### src/rtl/fetch_unit_if.sv
// Fetch unit bundle: instruction memory port, redirect input and
// the instruction stream handed to the control unit.
interface fetch_unit_if;
  logic        imem_req;
  logic [31:0] imem_addr;
  logic        imem_ack;
  logic [31:0] imem_rdata;
  logic        redirect_valid;
  logic [31:0] redirect_pc;
  logic        instr_valid;
  logic [31:0] instr;
  logic [31:0] instr_pc;
  logic        instr_ready;

  modport master (
    output imem_req, imem_addr,
    output instr_valid, instr, instr_pc,
    input  imem_ack, imem_rdata,
    input  redirect_valid, redirect_pc,
    input  instr_ready
  );

  modport slave (
    input  imem_req, imem_addr,
    input  instr_valid, instr, instr_pc,
    output imem_ack, imem_rdata,
    output redirect_valid, redirect_pc,
    output instr_ready
  );
endinterface

### src/rtl/fetch_unit.sv
// Instruction fetch unit: sequential prefetch into a small FIFO,
// redirect flush, and draining of one stale in-flight read.
module fetch_unit #(
  parameter logic [31:0] RESET_PC = 32'h0000_0000,
  parameter int          DEPTH    = 2
) (
  input  logic         clk,
  input  logic         rst,
  fetch_unit_if.master bus
);
  localparam int AW = (DEPTH > 1) ? $clog2(DEPTH) : 1;
  localparam logic [2:0] CAP = 3'(DEPTH);
  localparam logic [AW-1:0] LAST = AW'(DEPTH - 1);
  localparam logic [31:0] NOP = 32'h0000_0013;

  typedef enum logic {FETCH, DRAIN} state_t;

  state_t        state_q, state_d;
  logic          run_q;
  logic [31:0]   pc_q, pc_d;
  logic [31:0]   daddr_q;
  logic [31:0]   buf_pc_q   [DEPTH];
  logic [31:0]   buf_word_q [DEPTH];
  logic [AW-1:0] head_q, tail_q;
  logic [2:0]    cnt_q;
  logic          req, ack, push, pop, flush, valid;

  function automatic logic [AW-1:0] bump(
    input logic [AW-1:0] p
  );
    return (p == LAST) ? '0 : p + AW'(1);
  endfunction

  always_comb begin
    req     = 1'b0;
    state_d = state_q;
    pc_d    = pc_q;
    valid   = (cnt_q != 3'd0);
    flush   = bus.redirect_valid;
    // run_q holds the request low for the first cycle out of reset
    if (run_q)
      req = (state_q == DRAIN) || (cnt_q < CAP);
    ack  = req && bus.imem_ack;
    push = (state_q == FETCH) && ack && !flush;
    pop  = valid && bus.instr_ready && !flush;
    if (flush)
      pc_d = {bus.redirect_pc[31:2], 2'b00};
    else if (push)
      pc_d = pc_q + 32'd4;
    unique case (state_q)
      FETCH:
        if (flush && req && !bus.imem_ack)
          state_d = DRAIN;
      DRAIN:
        if (ack)
          state_d = FETCH;
      default:
        state_d = FETCH;
    endcase
  end

  // In DRAIN pc already holds the redirect target; the bus keeps
  // the address of the read still in flight.
  assign bus.imem_req    = req;
  assign bus.imem_addr   = (state_q == DRAIN) ? daddr_q : pc_q;
  assign bus.instr_valid = valid;
  assign bus.instr       = valid ? buf_word_q[head_q] : NOP;
  assign bus.instr_pc    = valid ? buf_pc_q[head_q] : 32'd0;

  always_ff @(posedge clk or posedge rst) begin
    if (rst) begin
      state_q <= FETCH;
      run_q   <= 1'b0;
      pc_q    <= RESET_PC;
      daddr_q <= RESET_PC;
      head_q  <= '0;
      tail_q  <= '0;
      cnt_q   <= 3'd0;
      for (int i = 0; i < DEPTH; i++) begin
        buf_pc_q[i]   <= 32'd0;
        buf_word_q[i] <= NOP;
      end
    end else begin
      state_q <= state_d;
      run_q   <= 1'b1;
      pc_q    <= pc_d;
      if (state_q == FETCH)
        daddr_q <= pc_q;
      if (flush) begin
        head_q <= '0;
        tail_q <= '0;
        cnt_q  <= 3'd0;
      end else begin
        if (push) begin
          buf_pc_q[tail_q]   <= pc_q;
          buf_word_q[tail_q] <= bus.imem_rdata;
          tail_q             <= bump(tail_q);
        end
        if (pop)
          head_q <= bump(head_q);
        cnt_q <= cnt_q + 3'(push) - 3'(pop);
      end
    end
  end
endmodule

### src/flat_wrapper.sv
// flat-port wrapper written by rule: the top's interface ports become plain ports
module fetch_unit_flat 
#(
  parameter logic [31:0] RESET_PC = 32'h0000_0000,
  parameter int          DEPTH    = 2
)
  (clk, rst, bus_imem_req, bus_imem_addr, bus_instr_valid, bus_instr, bus_instr_pc, bus_imem_ack, bus_imem_rdata, bus_redirect_valid, bus_redirect_pc, bus_instr_ready);
  fetch_unit_if bus_i ();
  input  logic clk;
  input  logic rst;
  output wire logic [$bits(bus_i.imem_req)-1:0] bus_imem_req;
  output wire logic [$bits(bus_i.imem_addr)-1:0] bus_imem_addr;
  output wire logic [$bits(bus_i.instr_valid)-1:0] bus_instr_valid;
  output wire logic [$bits(bus_i.instr)-1:0] bus_instr;
  output wire logic [$bits(bus_i.instr_pc)-1:0] bus_instr_pc;
  input wire logic [$bits(bus_i.imem_ack)-1:0] bus_imem_ack;
  input wire logic [$bits(bus_i.imem_rdata)-1:0] bus_imem_rdata;
  input wire logic [$bits(bus_i.redirect_valid)-1:0] bus_redirect_valid;
  input wire logic [$bits(bus_i.redirect_pc)-1:0] bus_redirect_pc;
  input wire logic [$bits(bus_i.instr_ready)-1:0] bus_instr_ready;
  assign bus_imem_req = bus_i.imem_req;
  assign bus_imem_addr = bus_i.imem_addr;
  assign bus_instr_valid = bus_i.instr_valid;
  assign bus_instr = bus_i.instr;
  assign bus_instr_pc = bus_i.instr_pc;
  assign bus_i.imem_ack = bus_imem_ack;
  assign bus_i.imem_rdata = bus_imem_rdata;
  assign bus_i.redirect_valid = bus_redirect_valid;
  assign bus_i.redirect_pc = bus_redirect_pc;
  assign bus_i.instr_ready = bus_instr_ready;
  fetch_unit #(.RESET_PC(RESET_PC), .DEPTH(DEPTH)) u_core (.clk(clk), .rst(rst), .bus(bus_i));
endmodule
### config.mk
export PLATFORM = sky130hd
export DESIGN_NAME = fetch_unit_flat
export DESIGN_NICKNAME = d
export VERILOG_FILES = /design/src/rtl/fetch_unit_if.sv /design/src/rtl/fetch_unit.sv /design/src/flat_wrapper.sv
export SDC_FILE = /design/constraint.sdc
export NUM_CORES = 1
export LEC_CHECK = 0
export BUFFER_PORTS_ARGS = -buffer_cell sky130_fd_sc_hd__buf_2
export CAP_MARGIN = 20
export CORE_MARGIN = 5
export CORE_UTILIZATION = 56
export CTS_CLUSTER_SIZE = 10
export DETAILED_ROUTE_END_ITERATION = 6
export HOLD_SLACK_MARGIN = 0.08
export PLACE_DENSITY_LB_ADDON = 0.25
export SKIP_LAST_GASP = 1
export SYNTH_ARGS = -nofsm -noshare
export SYNTH_HDL_FRONTEND = slang
export SYNTH_SLANG_ARGS = --single-unit
### constraint.sdc
create_clock -name clk -period 9.05 [get_ports clk]
set_input_delay 1.81 -clock clk [delete_from_list [all_inputs] [get_ports clk]]
set_output_delay 1.81 -clock clk [all_outputs]
set_load 0.02 [all_outputs]
---- Yosys cells after proc, flatten, opt, wreduce, memory -nomap -nowiden ----
Index checks and enable logic that the tools add are counted.
operators by class
  $add $sub $neg .......................... 5
  order comparisons ....................... 4
  mux-type cells .......................... 26
  bitwise logic cells ..................... 4
  reductions and logical operators ........ 15
operators by type and width
  kind                                                                          number
  32-bit 2-to-1 mux                                                             12
  64-bit bitwise mux                                                            2
  32-bit by 3-bit adder with 32-bit output, second input constant               1
  32-bit demux with 1-bit select                                                1
  1-bit 2-to-1 mux                                                              9
  1-bit logical AND                                                             8
  2-bit greater-or-equal comparator, second input constant                      2
  1-bit inverter with 2-bit output                                              2
  2-bit nonzero test                                                            2
  3-bit by 1-bit adder with 3-bit output                                        1
  3-bit by 2-bit less-than comparator with 1-bit output, second input constant  1
  3-bit 2-to-1 mux                                                              1
  3-bit nonzero test                                                            1
  3-bit by 1-bit subtractor with 3-bit output                                   1
  1-bit adder, second input constant                                            2
  1-bit zero test                                                               2
  2-bit by 1-bit less-than comparator with 1-bit output, second input constant  1
  1-bit inverter                                                                2
  1-bit one-hot mux with 2 select lines                                         1
  2-bit AND reduction                                                           1
  1-bit logical OR                                                              1
word-level totals
  bits in registers ....................... 199
  input bits .............................. 69
  output and inout port bits .............. 98
  word-level logic and storage cells ...... 65

---- Depth between registers and ports, before layout ----
Gate-level depths: netlist (run 1).
  depth after elaboration ................. 9
  depth in mapped cells ................... 11
  depth with buffers taken out ............ 11

---- Least setup slack after synthesis (run 1) ----
OpenSTA, ideal clock, no wires.
  path kind ............................... input port to flip-flop
  from .................................... input port bus_redirect_valid
  to ...................................... register u_core.cnt_q[2]
  setup time .............................. 0.132 ns
  arrival time ............................ 3.444 ns
  data required time ...................... 8.918 ns
  setup slack ............................. 5.475 ns
  stages .................................. 10
  cells stage by stage .................... clkbuf_1 -> buf_1 -> nor2_1 -> ha_1 -> inv_1 -> ha_1 -> inv_1 -> fa_1 -> xnor2_1 -> nor2_1
on the way
  longest elaborated chain between the ends .. 5
RTL lines
  what                                         RTL line                            source
  start, declared                              flat_wrapper.sv:18                  input wire logic [$bits(bus_i.redirect_valid)-1:0] bus_redirect_valid;
  1-bit zero test                              fetch_unit.sv:44, fetch_unit.sv:45
  1-bit logical AND                            fetch_unit.sv:44                    push = (state_q == FETCH) && ack && !flush;
  3-bit by 1-bit adder with 3-bit output       fetch_unit.sv:101                   cnt_q <= cnt_q + 3'(push) - 3'(pop);
  3-bit by 1-bit subtractor with 3-bit output  fetch_unit.sv:101
  3-bit 2-to-1 mux (*)                         fetch_unit.sv:89                    if (flush) begin
  end signal, assigned                         fetch_unit.sv:101
  end, declared                                fetch_unit.sv:25                    logic [2:0] cnt_q;
Mark *: on every way between the ends. The rest lies on a longest branch, timed or not.
A chain may end at the register's enable or synchronous reset.

---- Final worst setup path (run 1) ----
  from .................................... input port bus_redirect_valid
  to ...................................... register u_core.buf_word_q[23] in the netlist's numbering
on the way
  longest elaborated chain between the ends .. 3
RTL lines
  what                               RTL line          source
  1-bit zero test                    fetch_unit.sv:44
  1-bit logical AND                  fetch_unit.sv:44
  2-bit AND reduction (no line) (*)  -
  end signal, assigned by index      fetch_unit.sv:96  buf_word_q[tail_q] <= bus.imem_rdata;
  end, declared                      fetch_unit.sv:23  logic [31:0] buf_word_q [DEPTH];
Marked as above.

==> results of run 1 <==
[report_power, final]
part           internal, mW  switching, mW  total, mW
sequential             1.20          0.224       1.42
combinational         0.584          0.735       1.32
clock                 0.479          0.327      0.806
[logic make-up (layout without fill, tap and decap cells)]
kind of cell	count (synthesis)	after routing	share of synthesized area, %
flops	193	193	54.9
fa+ha+maj	5	5	0.795
simple gates	172	172	9.54
xor+xnor	14	14	1.39
compound gates	53	53	3.76
other cells	2	4	0.0852
mux	214	214	26.5
buf+inv	65	212	3.05
[registers in the layout, indices dropped and copies added (netlist names)]
register and flops:
u_core.buf_word_q 64, u_core.buf_pc_q 60, u_core.daddr_q 32, u_core.pc_q 30
u_core.cnt_q 3, u_core.head_q 1, u_core.run_q 1, u_core.state_q 1
u_core.tail_q 1
[final timing paths]
check                                       startpoint                                end
min reg2reg                u_core.daddr_q[1]$_DFF_PP0_        u_core.daddr_q[1]$_DFF_PP0_
max reg2reg                   u_core.state_q$_DFF_PP0_  u_core.buf_word_q[23]$_DFFE_PP0P_
min in group asynchronous                          rst  u_core.buf_word_q[57]$_DFFE_PP0P_
min                        u_core.daddr_q[1]$_DFF_PP0_        u_core.daddr_q[1]$_DFF_PP0_
max                                 bus_redirect_valid  u_core.buf_word_q[23]$_DFFE_PP0P_
max in group asynchronous                          rst          u_core.head_q$_DFFE_PP0P_
[worst register-to-register path: stages (launching register included)]
cell and delay, ns:
dfrtp_2 0.76, and4b_1 0.61, and3_2 0.44, buf_4 0.68
mux2_2 0.44
[through the flow]
stage,setup WS (ns),util (%)
finish,4.53,67.9
global route,4.42,67.9
CTS,4.61,67.9
detailed placement,4.15,63.8
global placement,4.24,63.6
floorplan,1.99,-
[layout make-up]
class,instances,area [um^2],area share [%]
Antenna cell,1,2.50,0.0241
Clock buffer,20,457,4.39
Clock inverter,11,175,1.68
Inverter,11,48.8,0.469
Multi-Input combinational cell,461,3720,35.8
Sequential cell,193,4840,46.5
Tap cell,211,264,2.54
Timing Repair Buffer,170,891,8.56
[routing by layer]
metal	vias to the layer above	part of all wire, %	track usage (%)
li1	2810	-	-
met1	3130	43	29.7
met2	193	50	37.8
met3	27	5.4	5.09
met4	0	1.6	7.05
met5	-	0	0
[layout by cell type, fill, tap and decap left out, types with 16 or more instances in the layout]
cell / count
buf_2: 162
dfrtp_1: 185
o21ai_0: 16
a31oi_1: 17
o31ai_1: 16
or4_1: 17
mux2_2: 151
mux2i_1: 63
clkbuf_16: 17
nand2_1: 28
nor2_1: 82
==> impl_metrics.csv, run 1 <==
group,metric,value,unit
clock_tree,cts.sinks,193,
sta,tns,0,ns
placed_design,dp_hpwl,13300,um
detailed_routing,routed_via_density,5.71,
pwr,finalPower,3.55,mW
detailed_routing,firstDrtPassIters,5,
synth,yosys.area.top_type_share,53.1,%
synth,synth_seq_cells,193,
setup_path,start_kind,"input pin",
setup_path,path_class,"input pin to register",
pwr,p_per_area,341,nW/um^2
detailed_routing,drt-initial-drc-count,351,
floorplanning,fp-row-count,45,
global_route,antenna_found_initial,1,
pwr,power_leakage,4.68,nW
sta,setup_viol,0,
placed_design,place_area,9770,um^2
synth,yosysSeqAreaShare,54.9,%
detailed_routing,ant_nets,0,
hold_path,hp-class,"register to register",
synth,synth_edf_count,0,
synth,synth.top_cells.by_area,"dfrtp_1 (53%), mux2_2 (19%), mux2i_1 (7.2%), nor2_1 (3.5%), dfstp_2 (1.8%)",
synth,synth_top_area_cell,"dfrtp_1",
clock_tree,cts_tree,"done",
setup_path,cp.depth,5,
synth,netlist_instances,718,
cells_and_area,drive_above_1_share,42.3,%
clock_tree,insertion_delay,0.43,ns
setup_path,crit_family,"buffers and inverters",
global_route,grt_remaining_overflow,0,
pwr,ir_worst_vdd,0.000198,V
setup_path,crit_fanout,52,
setup_path,arrival,4.82,ns
synth,synth-async-reset-ratio,100,%
synth,netlist_top_cells_count,"dfrtp_1 (187), mux2_2 (151), nor2_1 (82)",
clock_tree,cts_setup_buffers,0,
floorplanning,die_x,135,um
setup_path,crit_slowest_cell,"clkinv_1",
cells_and_area,design_area,10400,um^2
floorplanning,start_util,57.5,%
hold_path,hold_depth,1,
clock_tree,root_buffer,"clkbuf_16",
sta,maxSlewViolCount,0,
global_route,grt_max_degree,118,
sta,worst_pin_slew,1.01,ns
synth,ys_types,42,
floorplanning,num_io_pins,167,
global_route,grt_pass1_wl,33200,um
detailed_routing,routed_wl,20200,um
setup_path,critPathCaptureType,"register",
cells_and_area,syn2layout_area_growth,18.1,%
detailed_routing,drc,0,
clock_tree,ctsHoldBuffers,0,
cells_and_area,final_nets,928,
floorplanning,core,15300,um^2
setup_path,required,9.35,ns
setup_path,crit_buf_inv,3,
sta,final_min_period_over_clock_period,49.9,%
global_route,grt_pass1_vias,6539,
detailed_routing,via_count,6160,
clock_tree,cts_resized,0,
placed_design,routabilityCongestion,0.843,
sta,fin_crit,4.52,ns
placed_design,io_buffer_count,162,
setup_path,rrSetupSlack,6.00,ns
synth,yosysMostFrequentCell,"dfrtp_1",
sta,finClkSkew,0.0125,ns
synth,syn-cell-area,8810,um^2
clock_tree,cts_buffers,17,
clock_tree,htreeDepth,4,
status,status,"finished, final reports clean",
setup_path,worstRegToRegCells,4,
setup_path,crit_chain,"buf_2 -> clkinv_1 -> and3_2 -> buf_4 -> mux2_2",
setup_path,cp_slowest_stage_delay,1.00,ns
sta,rsz0062_at_grt,"false",
synth,ys_warn_count,0,
run,max_cap_viol_count,0,
clock_tree,clockBufferDepth,2,
synth,synth_top_flop_cell,"dfrtp_1",
placed_design,placed_cells,1046,
detailed_routing,wire_per_inst,18.7,um
clock_tree,cts.clk_slew.worst_paths,0.07,ns
floorplanning,die_area,18300,um^2
cells_and_area,final_cells,1078,
sta,fmaxAchievable,0.221,GHz
sta,hold_viol,0,
sta,hold_ws,0.482,ns
sta,maxSlewHeadroom,32.0,%
global_route,groute.usage.overall,22.6,%
synth,syn_area_per_cell,12.3,um^2
floorplanning,fp.dieH,135,um
cells_and_area,fillers,1153,
(Power assumes the default switching activity.)
==> run 2: changes to the inputs <==
--- a/config.mk
+++ b/config.mk
@@ -8,7 +8,7 @@
 export BUFFER_PORTS_ARGS = -buffer_cell sky130_fd_sc_hd__buf_2
 export CAP_MARGIN = 20
 export CORE_MARGIN = 5
-export CORE_UTILIZATION = 56
+export CORE_UTILIZATION = 50
 export CTS_CLUSTER_SIZE = 10
 export DETAILED_ROUTE_END_ITERATION = 6
 export HOLD_SLACK_MARGIN = 0.08
==> constraint.sdc (replaced) <==
create_clock -name clk -period 3.8 [get_ports clk]
set_input_delay 0.76 -clock clk [delete_from_list [all_inputs] [get_ports clk]]
set_output_delay 0.76 -clock clk [all_outputs]
set_load 0.02 [all_outputs]
==> impl_metrics.csv, run 2 (same netlist as run 1, synthesis figures left out) <==
group,metric,value,unit
clock_tree,cts_resized,0,
setup_path,critPathCaptureType,"primary output",
setup_path,path_class,"register to primary output",
pwr,power_leakage,4.69,nW
sta,hold_viol,0,
floorplanning,fp-row-count,48,
clock_tree,insertion_delay,0.44,ns
detailed_routing,via_count,6017,
pwr,combPwrFrac,37.1,%
detailed_routing,ant_nets,0,
pwr,power_switching,3.05,mW
setup_path,arrival,2.18,ns
hold_path,hp-class,"input pin to asynchronous set/reset pin",
sta,maxSlewViolCount,0,
clock_tree,cts.sinks,193,
pwr,intPower,5.32,mW
floorplanning,core,17300,um^2
cells_and_area,drive_above_1_share,42.6,%
cells_and_area,top_register,"u_core.buf_word_q",
pwr,pwr-share-seq,40.8,%
pwr,ir_worst_vdd,0.000466,V
placed_design,io_buffer_count,162,
pwr,clock_power_share,22.2,%
cells_and_area,mostFrequentLayoutCell,"dfrtp_1",
sta,fmaxAchievable,0.340,GHz
sta,final_min_period_over_clock_period,77.4,%
sta,fin_crit,2.94,ns
clock_tree,cts.clk_slew.worst_paths,0.07,ns
setup_path,start_kind,"register",
placed_design,routabilityCongestion,0.811,
setup_path,crit_slowest_cell,"dfrtp_4",
sta,finClkSkew,0.0107,ns
pwr,swShare,36.4,%
cells_and_area,multi_input_area,3720,um^2
pwr,finalPower,8.36,mW
sta,setup_viol,0,
setup_path,cp_slowest_stage_delay,0.94,ns
setup_path,crit_fanout,37,
floorplanning,die_x,143,um
cells_and_area,largest_reg_flops,64,
cells_and_area,seq_area,4840,um^2
run,max_cap_viol_count,0,
global_route,grt_pass1_vias,6573,
setup_path,required,3.04,ns
floorplanning,fp.dieH,143,um
clock_tree,root_buffer,"clkbuf_16",
clock_tree,htreeDepth,4,
cells_and_area,final_cells,1096,
global_route,groute.usage.overall,20.8,%
placed_design,dp_hpwl,13600,um
cells_and_area,top_regs,"u_core.buf_word_q: 64 flops, u_core.buf_pc_q: 60 flops, u_core.daddr_q: 32 flops",
sta,maxSlewHeadroom,32.0,%
setup_path,crit_chain,"buf_12 -> mux2i_1 -> nand2_1 -> buf_2",
detailed_routing,drc,0,
clock_tree,cts_buffers,17,
sta,tns,0,ns
cells_and_area,fillers,1410,
clock_tree,clockBufferDepth,2,
global_route,antenna_found_initial,0,
cells_and_area,mostFrequentLayoutCells,"dfrtp_1 (185), buf_2 (162), mux2_2 (151)",
floorplanning,start_util,50.9,%
detailed_routing,firstDrtPassIters,4,
status,status,"finished, final reports clean",
clock_tree,cts_tree,"done",
global_route,grt_max_degree,91,
detailed_routing,routed_wl,20300,um
pwr,p_per_area,801,nW/um^2
cells_and_area,syn2layout_area_growth,18.5,%
cells_and_area,n_antenna_cell,0,
detailed_routing,wire_per_inst,18.6,um
detailed_routing,drt-initial-drc-count,302,
setup_path,crit_buf_inv,2,
clock_tree,ctsHoldBuffers,0,
global_route,grt_remaining_overflow,0,
detailed_routing,routed_via_density,5.49,
placed_design,placed_cells,1064,
global_route,grt_pass1_wl,33900,um
cells_and_area,final_nets,932,
floorplanning,die_area,20400,um^2
clock_tree,cts_setup_buffers,0,
setup_path,crit_family,"flip-flops",
floorplanning,num_io_pins,167,
sta,rsz0062_at_grt,"false",
sta,worst_pin_slew,1.02,ns
run 2: stage by stage:
| stage | area, um^2 | setup slack, ns | utilization [%] | hold slack, ns |
|---|---|---|---|---|
| 4_1_cts | 10400 | 0.850 | 60.4 | 0.398 |
| 3_3_place_gp | 9830 | 1.10 | 56.8 | 0.464 |
| 3_5_place_dp | 9830 | 1.01 | 56.8 | 0.479 |
| 5_1_grt | 10400 | 0.742 | 60.4 | 0.446 |
| 2_1_floorplan | 8820 | 0.554 | - | 0.480 |
| 6_report | 10400 | 0.858 | 60.4 | 0.396 |
run 2: layout make-up:
cell class              count  area share (%)
inverters                  11           0.431
flip-flops and latches    193            46.4
multi-input cells         461            35.6
repair buffers            174            8.99
clock buffers              20            4.37
clock inverters            12            1.51
well taps                 225            2.70
run 2: worst paths after layout:
path,startpoint,endpoint,slack [ns],cells after the start
setup / recovery,u_core.head_q$_DFFE_PP0P_,bus_instr[1],0.86,4
hold / removal,rst,u_core.buf_pc_q[24]$_DFFE_PP0P_,0.40,2
setup reg to reg,u_core.state_q$_DFF_PP0_,u_core.pc_q[17]$_DFFE_PP0N_,1.08,4
hold reg to reg,u_core.daddr_q[31]$_DFF_PP0_,u_core.daddr_q[31]$_DFF_PP0_,0.49,1
max in group asynchronous,rst,u_core.head_q$_DFFE_PP0P_,2.52,3
min in group clk,u_core.daddr_q[31]$_DFF_PP0_,u_core.daddr_q[31]$_DFF_PP0_,0.49,1
run 2: layer usage:
layer | GRT usage [%] | wire length (um) | up-vias
met5 | 0 | 0 | -
met3 | 4.69 | 1230 | 27
met1 | 27.9 | 8800 | 3016
met4 | 6.55 | 326 | 0
met2 | 33.9 | 10000 | 159
li1 | - | - | 2815
run 2: power by group through the flow:
| stage | combinational, mW | clock (mW) | sequential [mW] |
|---|---|---|---|
| global route | 3.40 | 1.98 | 3.52 |
| finish | 3.10 | 1.85 | 3.41 |
| detailed placement | 3.14 | 0 | 3.45 |
| floorplan | 2.37 | 0 | 3.15 |
| global placement | 3.06 | 0 | 3.37 |
| CTS | 3.15 | 1.90 | 3.41 |
run 2: worst reg2reg max path, delay by kind of cell, from the launching register on:
kind | cells | cell delay, ns
AO/OA/AOI/OAI | 1 | 0.20
AND/OR/NAND/NOR | 3 | 1.68
flip-flops | 1 | 0.77
